`config.mk`:
```
export PLATFORM = sky130hd
export DESIGN_NAME = popcount_frame_accum
export DESIGN_NICKNAME = d
export VERILOG_FILES = /design/src/rtl/popcount_frame_accum.sv
export SDC_FILE = /design/constraint.sdc
export NUM_CORES = 1
export LEC_CHECK = 0
export ABC_AREA = 1
export ABC_CLOCK_PERIOD_IN_PS = 3500
export CORE_AREA = 10 10 71 97
export CTS_CLUSTER_DIAMETER = 80
export DETAILED_ROUTE_END_ITERATION = 6
export DIE_AREA = 0 0 81 107
export MAX_ROUTING_LAYER = met4
export PLACE_DENSITY = 0.73
export SLEW_MARGIN = 5
export SYNTH_ARGS = -nofsm -noshare
export SYNTH_HDL_FRONTEND = slang
export SYNTH_SLANG_ARGS = --single-unit
```
`constraint.sdc`:
```
create_clock -name clk -period 3.5 [get_ports clk]
set_input_delay 1.05 -clock clk [delete_from_list [all_inputs] [get_ports clk]]
set_output_delay 1.05 -clock clk [all_outputs]
set_load 0.005 [all_outputs]
```
`src/rtl/popcount_frame_accum.sv`:
```
// popcount_frame_accum: streaming per-word ones counter with saturating per-frame accumulation.
//
// Optional feature macro: POPCOUNT_ONEHOT_EN (adds count_onehot, the one-hot decode of word_count).
//
// Ports:
//   clk          rising-edge clock
//   reset        synchronous active-high reset
//   in_valid     input word present
//   in_ready     block can accept a word (ACCUM state and not in reset)
//   in_data      WIDTH-bit word to count
//   in_last      closes the frame with this word (sampled on accept only)
//   word_valid   one-cycle pulse the cycle after an accept
//   word_count   ones in the last accepted word, held until the next accept
//   count_onehot one-hot decode of word_count (POPCOUNT_ONEHOT_EN only)
//   frame_valid  frame result held until frame_ready
//   frame_ready  consumer takes the frame result
//   frame_sum    saturated total ones in the frame
//   frame_words  number of words in the frame
//   frame_sat    accumulator clamped at least once during the frame
module popcount_frame_accum #(
    parameter int WIDTH     = 4,
    parameter int FRAME_LEN = 8,
    parameter int ACC_W     = 16,
    localparam int CW       = $clog2(WIDTH + 1),
    localparam int FW       = $clog2(FRAME_LEN + 1)
) (
    input  logic             clk,
    input  logic             reset,
    input  logic             in_valid,
    output logic             in_ready,
    input  logic [WIDTH-1:0] in_data,
    input  logic             in_last,
    output logic             word_valid,
    output logic [CW-1:0]    word_count,
`ifdef POPCOUNT_ONEHOT_EN
    output logic [WIDTH:0]   count_onehot,
`endif
    output logic             frame_valid,
    input  logic             frame_ready,
    output logic [ACC_W-1:0] frame_sum,
    output logic [FW-1:0]    frame_words,
    output logic             frame_sat
);
    localparam logic ACCUM = 1'b0;
    localparam logic HOLD  = 1'b1;
    // Sum width wide enough that acc + popcount can never wrap before the clamp test.
    localparam int SW = ACC_W + CW;
    localparam logic [ACC_W-1:0] ACC_MAX = '1;

    logic             state;
    logic [ACC_W-1:0] acc;
    logic [FW-1:0]    words;
    logic             sat;
    logic             accept;
    logic             close;
    logic             clamp;
    logic [CW-1:0]    ones;
    logic [SW-1:0]    sum;
    logic [ACC_W-1:0] acc_next;
    logic [FW-1:0]    words_next;

    assign in_ready = (state == ACCUM) && !reset;
    assign accept   = in_valid && in_ready;

    always_comb begin
        ones = '0;
        for (int i = 0; i < WIDTH; i++)
            ones = ones + CW'(in_data[i]);
    end

    assign sum        = SW'(acc) + SW'(ones);
    assign clamp      = sum > SW'(ACC_MAX);
    assign acc_next   = clamp ? ACC_MAX : sum[ACC_W-1:0];
    assign words_next = words + FW'(1);
    // in_last on the FRAME_LEN-th word still yields a single close.
    assign close      = accept && (in_last || words == FW'(FRAME_LEN - 1));

    always_ff @(posedge clk) begin
        if (reset) begin
            state        <= ACCUM;
            acc          <= '0;
            words        <= '0;
            sat          <= 1'b0;
            word_valid   <= 1'b0;
            word_count   <= '0;
`ifdef POPCOUNT_ONEHOT_EN
            count_onehot <= '0;
`endif
            frame_valid  <= 1'b0;
            frame_sum    <= '0;
            frame_words  <= '0;
            frame_sat    <= 1'b0;
        end else begin
            word_valid <= accept;
            if (accept) begin
                word_count   <= ones;
`ifdef POPCOUNT_ONEHOT_EN
                count_onehot <= (WIDTH + 1)'(1) << ones;
`endif
            end
            if (close) begin
                // Closing word is folded into the published totals; working state restarts.
                frame_valid <= 1'b1;
                frame_sum   <= acc_next;
                frame_words <= words_next;
                frame_sat   <= sat | clamp;
                acc         <= '0;
                words       <= '0;
                sat         <= 1'b0;
                state       <= HOLD;
            end else if (accept) begin
                acc   <= acc_next;
                words <= words_next;
                sat   <= sat | clamp;
            end else if (frame_valid && frame_ready) begin
                frame_valid <= 1'b0;
                state       <= ACCUM;
            end
        end
    end
endmodule

```
==> flow_summary.json, run 1 <==
{
  "io_buffer_count": 35,
  "p_clk_share_pct": 28.9,
  "drive_gt1_share_pct": 13.18,
  "first_pass_iters": 4,
  "synth_compound_area_share_pct": 9.760,
  "fp-row-count": 31,
  "finalCriticalPeriod_ps": 3402,
  "grt_use_total_pct": 13.74,
  "grt_max_degree": 27,
  "areaGrowthSynthToFinish_pct": 29.96,
  "critPathLaunchType": "input pin",
  "hold_viol": 0,
  "worstHoldPathCells": 2,
  "synth_seq_cells": 47,
  "synth.avg_cell_area_sq_um": 6.929,
  "cp-end-kind": "register",
  "numCtsBuffers": 5,
  "routed_wl_mm": 5.747,
  "cts_sinks": 47,
  "final_common_cell": "nand2_1",
  "dr.first_iter.drc_count": 120,
  "synth_nets": 363,
  "synth_seq_area_share_pct": 39.25,
  "via_per_inst": 4.788,
  "grt_pass1_vias": 2101,
  "intPower_mw": 0.8265,
  "ir_drop_mv": 0.2127,
  "cp_data_arrival_time_ps": 3580,
  "slew_viol_final": 0,
  "status": "completed",
  "grt_setup_unrepaired": "yes",
  "rr_worst_depth": 13,
  "synth_xor_xnor_area_share_pct": 3.653,
  "finalNetCount": 418,
  "power_frac_comb_pct": 19.6,
  "synth_fa_ha_area_share_pct": 4.802,
  "fillers": 481,
  "die_y_microns": 107,
  "finalSetupViolations": 0,
  "path_clk_slew_ps": 100,
  "power_density_nw_per_um2": 369.7,
  "synth_mux_area_share_pct": 0,
  "clockBufferDepth": 2,
  "wl_per_cell_microns": 12.28,
  "min-delay-start": "frame_words[1]",
  "totalPowerFinal_mw": 1.152,
  "grt_overflow": 0,
  "cts_hold_buf": 0,
  "cp_cell_sequence": "dlygate4sd2_1, fa_1, ha_4, ha_4, inv_1, fa_2, inv_2, nand3_2, nand2_2, nand3_2, nor2_4, buf_12, buf_6, nand2_1, nand2_2, a21oi_1",
  "start_util_pct": 46.82,
  "rr_startpoint": "acc[0]",
  "hp-class": "register to register",
  "required_ps": 3680,
  "postRouteAntennaNets": 0,
  "htreeDepth": 2,
  "ys_warn_count": 0,
  "path_class": "input pin to register",
  "antenna_found_initial": 0,
  "synthCells": 346,
  "synth_top_family_by_area": "simple AND/OR/NAND/NOR gates",
  "period_share_pct": 97.19,
  "root_buffer": "clkbuf_8",
  "r2r_slack_ps": 1510,
  "whs_ps": 449.7,
  "die_x_microns": 81,
  "tightest_slew_ps": 697.6,
  "fmax_mhz": 294.0,
  "tritoncts": "built",
  "slew_headroom_pct": 53.44,
  "dp_hpwl_mm": 4.011,
  "p_seq_share_pct": 51.5,
  "p_switching_mw": 0.3253,
  "vias": 2241,
  "synth-simple-area-share_pct": 30.22,
  "r2r_end": "acc[12]",
  "whs_endpoint": "frame_words[1]",
  "ios": 36,
  "layout_common_cells": "nand2_1 (105), inv_1 (53), dfxtp_1 (47)",
  "slowest_delay_ps": 520,
  "drc": 0,
  "antenna_cells_inserted": 0,
  "crit_fanout": 3,
  "core-area_sq_um": 5120,
  "p_leak_nw": 1.554,
  "ys_types": 27,
  "cp_slowest_cell": "fa_1",
  "netSwitchingFraction_pct": 28.24,
  "skew_ps": 10.89,
  "clk_latency_ps": 310,
  "die-area_sq_um": 8667,
  "netlist_area_sq_um": 2397,
  "place.gp.congestion": 0.8775,
  "grt_first_pass_wirelength_mm": 9.453,
  "cap_violations": 0
}
## layer usage
metal | vias to the layer above | global-route usage (%) | part of all wire (%)
met3 | 7 | 2.676 | 5.5
met4 | 0 | 5.087 | 1.5
li1 | 1181 | - | -
met2 | 49 | 23.46 | 50
met1 | 1004 | 15.31 | 43
met5 | - | - | 0
## synth_stat cells (all sizes together)
cell    number  share of area [%]
nand2      110                 18
a21oi       21                4.9
nand4        2               0.52
nand3       32                6.9
a31oi        1               0.26
inv         55                8.6
o21ai       16                3.3
fa           2                1.7
a22o         1               0.37
dfxtp       47                 39
clkbuf       2               0.31
clkinv       2               0.36
buf          9                3.0
xor2        10                3.7
ha           6                3.1
o21bai       3               0.94
nor2        27                5.0
## layout make-up
cell class,instances,area [sq um],share of cell area [%]
clock buffer,5,68.82,2.209
clock inverter,3,23.77,0.7631
inverter,57,215.2,6.908
multi-input combinational,233,1252,40.20
sequential,47,940.9,30.20
tap,66,82.58,2.651
timing repair buffer,57,531.8,17.07
## stage by stage
stage / instance area, sq um / worst slack, ps / TNS [ps] / cells / util, %
after global placement: 2870 / -439.2 / -13360 / 452 / 56.06
after detailed placement: 2870 / -524.8 / -16060 / 452 / 56.06
after floorplan: 2397 / 118.6 / 0 / 346 / -
after CTS: 3109 / 140.4 / 0 / 468 / 60.73
after global routing: 3115 / -1.450 / -3.064 / 468 / 60.85
final: 3115 / 98.40 / 0 / 468 / 60.85
## worst max path at each step
stage / to / startpoint
2_1_floorplan: acc[11] / in_data[0]
3_3_place_gp: acc[1] / in_data[0]
3_5_place_dp: acc[4] / in_data[0]
4_1_cts: acc[12] / in_data[3]
5_1_grt: acc[4] / in_data[0]
6_report: acc[12] / in_data[0]
## repair_timing
action | in CTS | in global routing
endpoints found under the setup margin | 34 | 19
buffers inserted | 6 | 0
cloned | 2 | 0
gates resized for setup | 16 | 2
pin swaps | 6 | 3
## cell families after synthesis
logic type               count (synthesis)
AO/OA/AOI/OAI                           42
XOR/XNOR                                10
adder cells (fa/ha/maj)                  8
buffers and inverters                   68
flip-flops                              47
AND/OR/NAND/NOR                        171
## sequential cells by signal, summed over array words and instances (netlist names)
name / cells
acc: 16
frame_sum: 16
frame_words: 4
words: 4
word_count: 3
frame_sat: 1
sat: 1
state: 1
word_valid: 1
## power groups by stage
stage	combinational [mW]	clock (mW)	sequential, mW
final	0.225	0.333	0.594
after global routing	0.253	0.368	0.598
after global placement	0.210	0	0.605
after floorplan	0.116	0	0.604
after CTS	0.227	0.345	0.594
after detailed placement	0.213	0	0.605
## worst max-delay path: cells and delay by family
kind            cells  cell delay [ps]
buf+inv             5              590
simple gates        6              570
fa+ha+maj           4             1330
compound gates      1               60
Power figures use the tool's default switching activity.
==> run 2, diff against run 1 <==
--- a/config.mk
+++ b/config.mk
@@ -6,7 +6,6 @@
 export NUM_CORES = 1
 export LEC_CHECK = 0
 export ABC_AREA = 1
-export ABC_CLOCK_PERIOD_IN_PS = 3500
 export CORE_AREA = 10 10 71 97
 export CTS_CLUSTER_DIAMETER = 80
 export DETAILED_ROUTE_END_ITERATION = 6
==> results of run 2 <==
No change in the layout: final DEF, timing and power equal those of run 1.
==> run 3, diff against run 2 <==
--- a/config.mk
+++ b/config.mk
@@ -6,12 +6,14 @@
 export NUM_CORES = 1
 export LEC_CHECK = 0
 export ABC_AREA = 1
-export CORE_AREA = 10 10 71 97
+export CORE_AREA = 10 10 67 91
 export CTS_CLUSTER_DIAMETER = 80
 export DETAILED_ROUTE_END_ITERATION = 6
-export DIE_AREA = 0 0 81 107
+export DIE_AREA = 0 0 77 101
+export DONT_BUFFER_PORTS = 1
 export MAX_ROUTING_LAYER = met4
-export PLACE_DENSITY = 0.73
+export PLACE_DENSITY = 0.72
+export SKIP_CTS_REPAIR_TIMING = 1
 export SLEW_MARGIN = 5
 export SYNTH_ARGS = -nofsm -noshare
 export SYNTH_HDL_FRONTEND = slang
==> run 3 against run 2 <==
Effect of this change: hold slack better by 30 ps; register-to-register slack worse by 180 ps; clock power up 26%; cell area down 18%; cell count down 12%; die area down 10%; critical path type unchanged; largest cell class unchanged.
==> flow_summary.json, run 3 (synthesized netlist as in run 1, its figures left out) <==
{
  "status": "completed",
  "tightest_slew_ps": 773.4,
  "cap_violations": 0,
  "io_buffer_count": 0,
  "design_area_sq_um": 2561,
  "die_x_microns": 77,
  "layout_common_cells": "nand2_1 (108), inv_1 (54), dfxtp_1 (47)",
  "worstHoldPathCells": 2,
  "postPlaceCellArea_sq_um": 2440,
  "die-area_sq_um": 7777,
  "finalCriticalPeriod_ps": 3266,
  "period_share_pct": 93.31,
  "htreeDepth": 2,
  "final_core_util_pct": 57.39,
  "whs_endpoint": "sat",
  "antenna_cells_inserted": 0,
  "drive_gt1_share_pct": 7.163,
  "vias": 2042,
  "finalSetupTns_ps": 0,
  "finalNetCount": 365,
  "rr_worst_depth": 8,
  "r2r_end": "acc[1]",
  "skew_ps": 6.789,
  "fmax_mhz": 306.2,
  "via_per_inst": 4.968,
  "critPathLaunchType": "input pin",
  "rr_startpoint": "state",
  "clk_latency_ps": 300,
  "grt_pass1_vias": 1924,
  "grt_max_degree": 27,
  "grt_use_total_pct": 14.33,
  "areaGrowthSynthToFinish_pct": 6.837,
  "numCtsBuffers": 5,
  "start_util_pct": 53.71,
  "ir_drop_mv": 0.2509,
  "grt_setup_unrepaired": "no",
  "reg_top3": "acc (16), frame_sum (16)",
  "postRouteAntennaNets": 0,
  "p_leak_nw": 1.348,
  "die_y_microns": 101,
  "grt_overflow": 0,
  "first_pass_iters": 4,
  "grt_first_pass_wirelength_mm": 9.011,
  "root_buffer": "clkbuf_8",
  "ios": 36,
  "place.gp.congestion": 0.9159,
  "fp-row-count": 29,
  "antenna_found_initial": 0,
  "dp_hpwl_mm": 3.840,
  "min-delay-start": "sat",
  "clockBufferDepth": 2,
  "drc": 0,
  "wl_per_cell_microns": 12.89,
  "hold_viol": 0,
  "routed_wl_mm": 5.296,
  "whs_ps": 479.7,
  "power_density_nw_per_um2": 452.5,
  "finalSetupViolations": 0,
  "final_common_cell": "nand2_1",
  "tritoncts": "built",
  "cp-end-kind": "register",
  "r2r_slack_ps": 1330,
  "core-area_sq_um": 4463,
  "path_clk_slew_ps": 90,
  "slew_viol_final": 0,
  "slew_headroom_pct": 48.38,
  "dr.first_iter.drc_count": 107,
  "crit_fanout": 25,
  "hp-class": "register to register",
  "path_class": "input pin to register",
  "cts_sinks": 47,
  "required_ps": 3750,
  "totalPowerFinal_mw": 1.159,
  "cp_data_arrival_time_ps": 3510
}
run 3: power breakdown:
group	switching, mW	internal [mW]
registers	0.0302	0.569
clock network	0.185	0.235
logic	0.0894	0.0502
run 3: critical path, cell delays in order:
cell and delay (ps):
fa_1 470, ha_1 200, ha_1 290, inv_1 70, fa_1 420, inv_1 100, nand3_1 90, nand2_1 120
nand3_2 100, nor2_4 120, nand2_4 170, nand2_1 150, o21ai_0 90, inv_1 60
run 3: per-stage QoR:
stage / setup slack, ps / cells
5_1_grt: 54.79 / 411
4_1_cts: 229.7 / 411
2_1_floorplan: 118.6 / 346
3_5_place_dp: -64.98 / 403
3_3_place_gp: -11.27 / 403
6_report: 234.0 / 411
run 3: worst max path at each step:
| stage | start | endpoint | slack, ps | cells past startpoint |
|---|---|---|---|---|
| floorplan | in_data[0] | acc[11] | 120 | 15 |
| global placement | in_data[0] | frame_sum[10] | -10 | 14 |
| detailed placement | in_data[0] | acc[2] | -60 | 14 |
| CTS | in_data[0] | acc[2] | 230 | 14 |
| global route | in_data[0] | frame_sum[4] | 50 | 14 |
| finish | in_data[0] | acc[2] | 230 | 14 |
run 3: area by class of cell:
| type | instances | area, sq um |
|---|---|---|
| multi-input cells | 231 | 1161 |
| inverters | 57 | 215.2 |
| clock buffers | 6 | 82.58 |
| repair buffers | 6 | 45.04 |
| fillers | 440 | 1902 |
| flip-flops and latches | 47 | 940.9 |
| well taps | 62 | 77.57 |
| clock inverters | 2 | 38.79 |
run 3: layer usage:
layer,GRT usage (%),share of wire [%]
met5,-,0
met4,7.746,3.3
met3,4.018,6.1
met2,24.53,51
met1,14.61,40
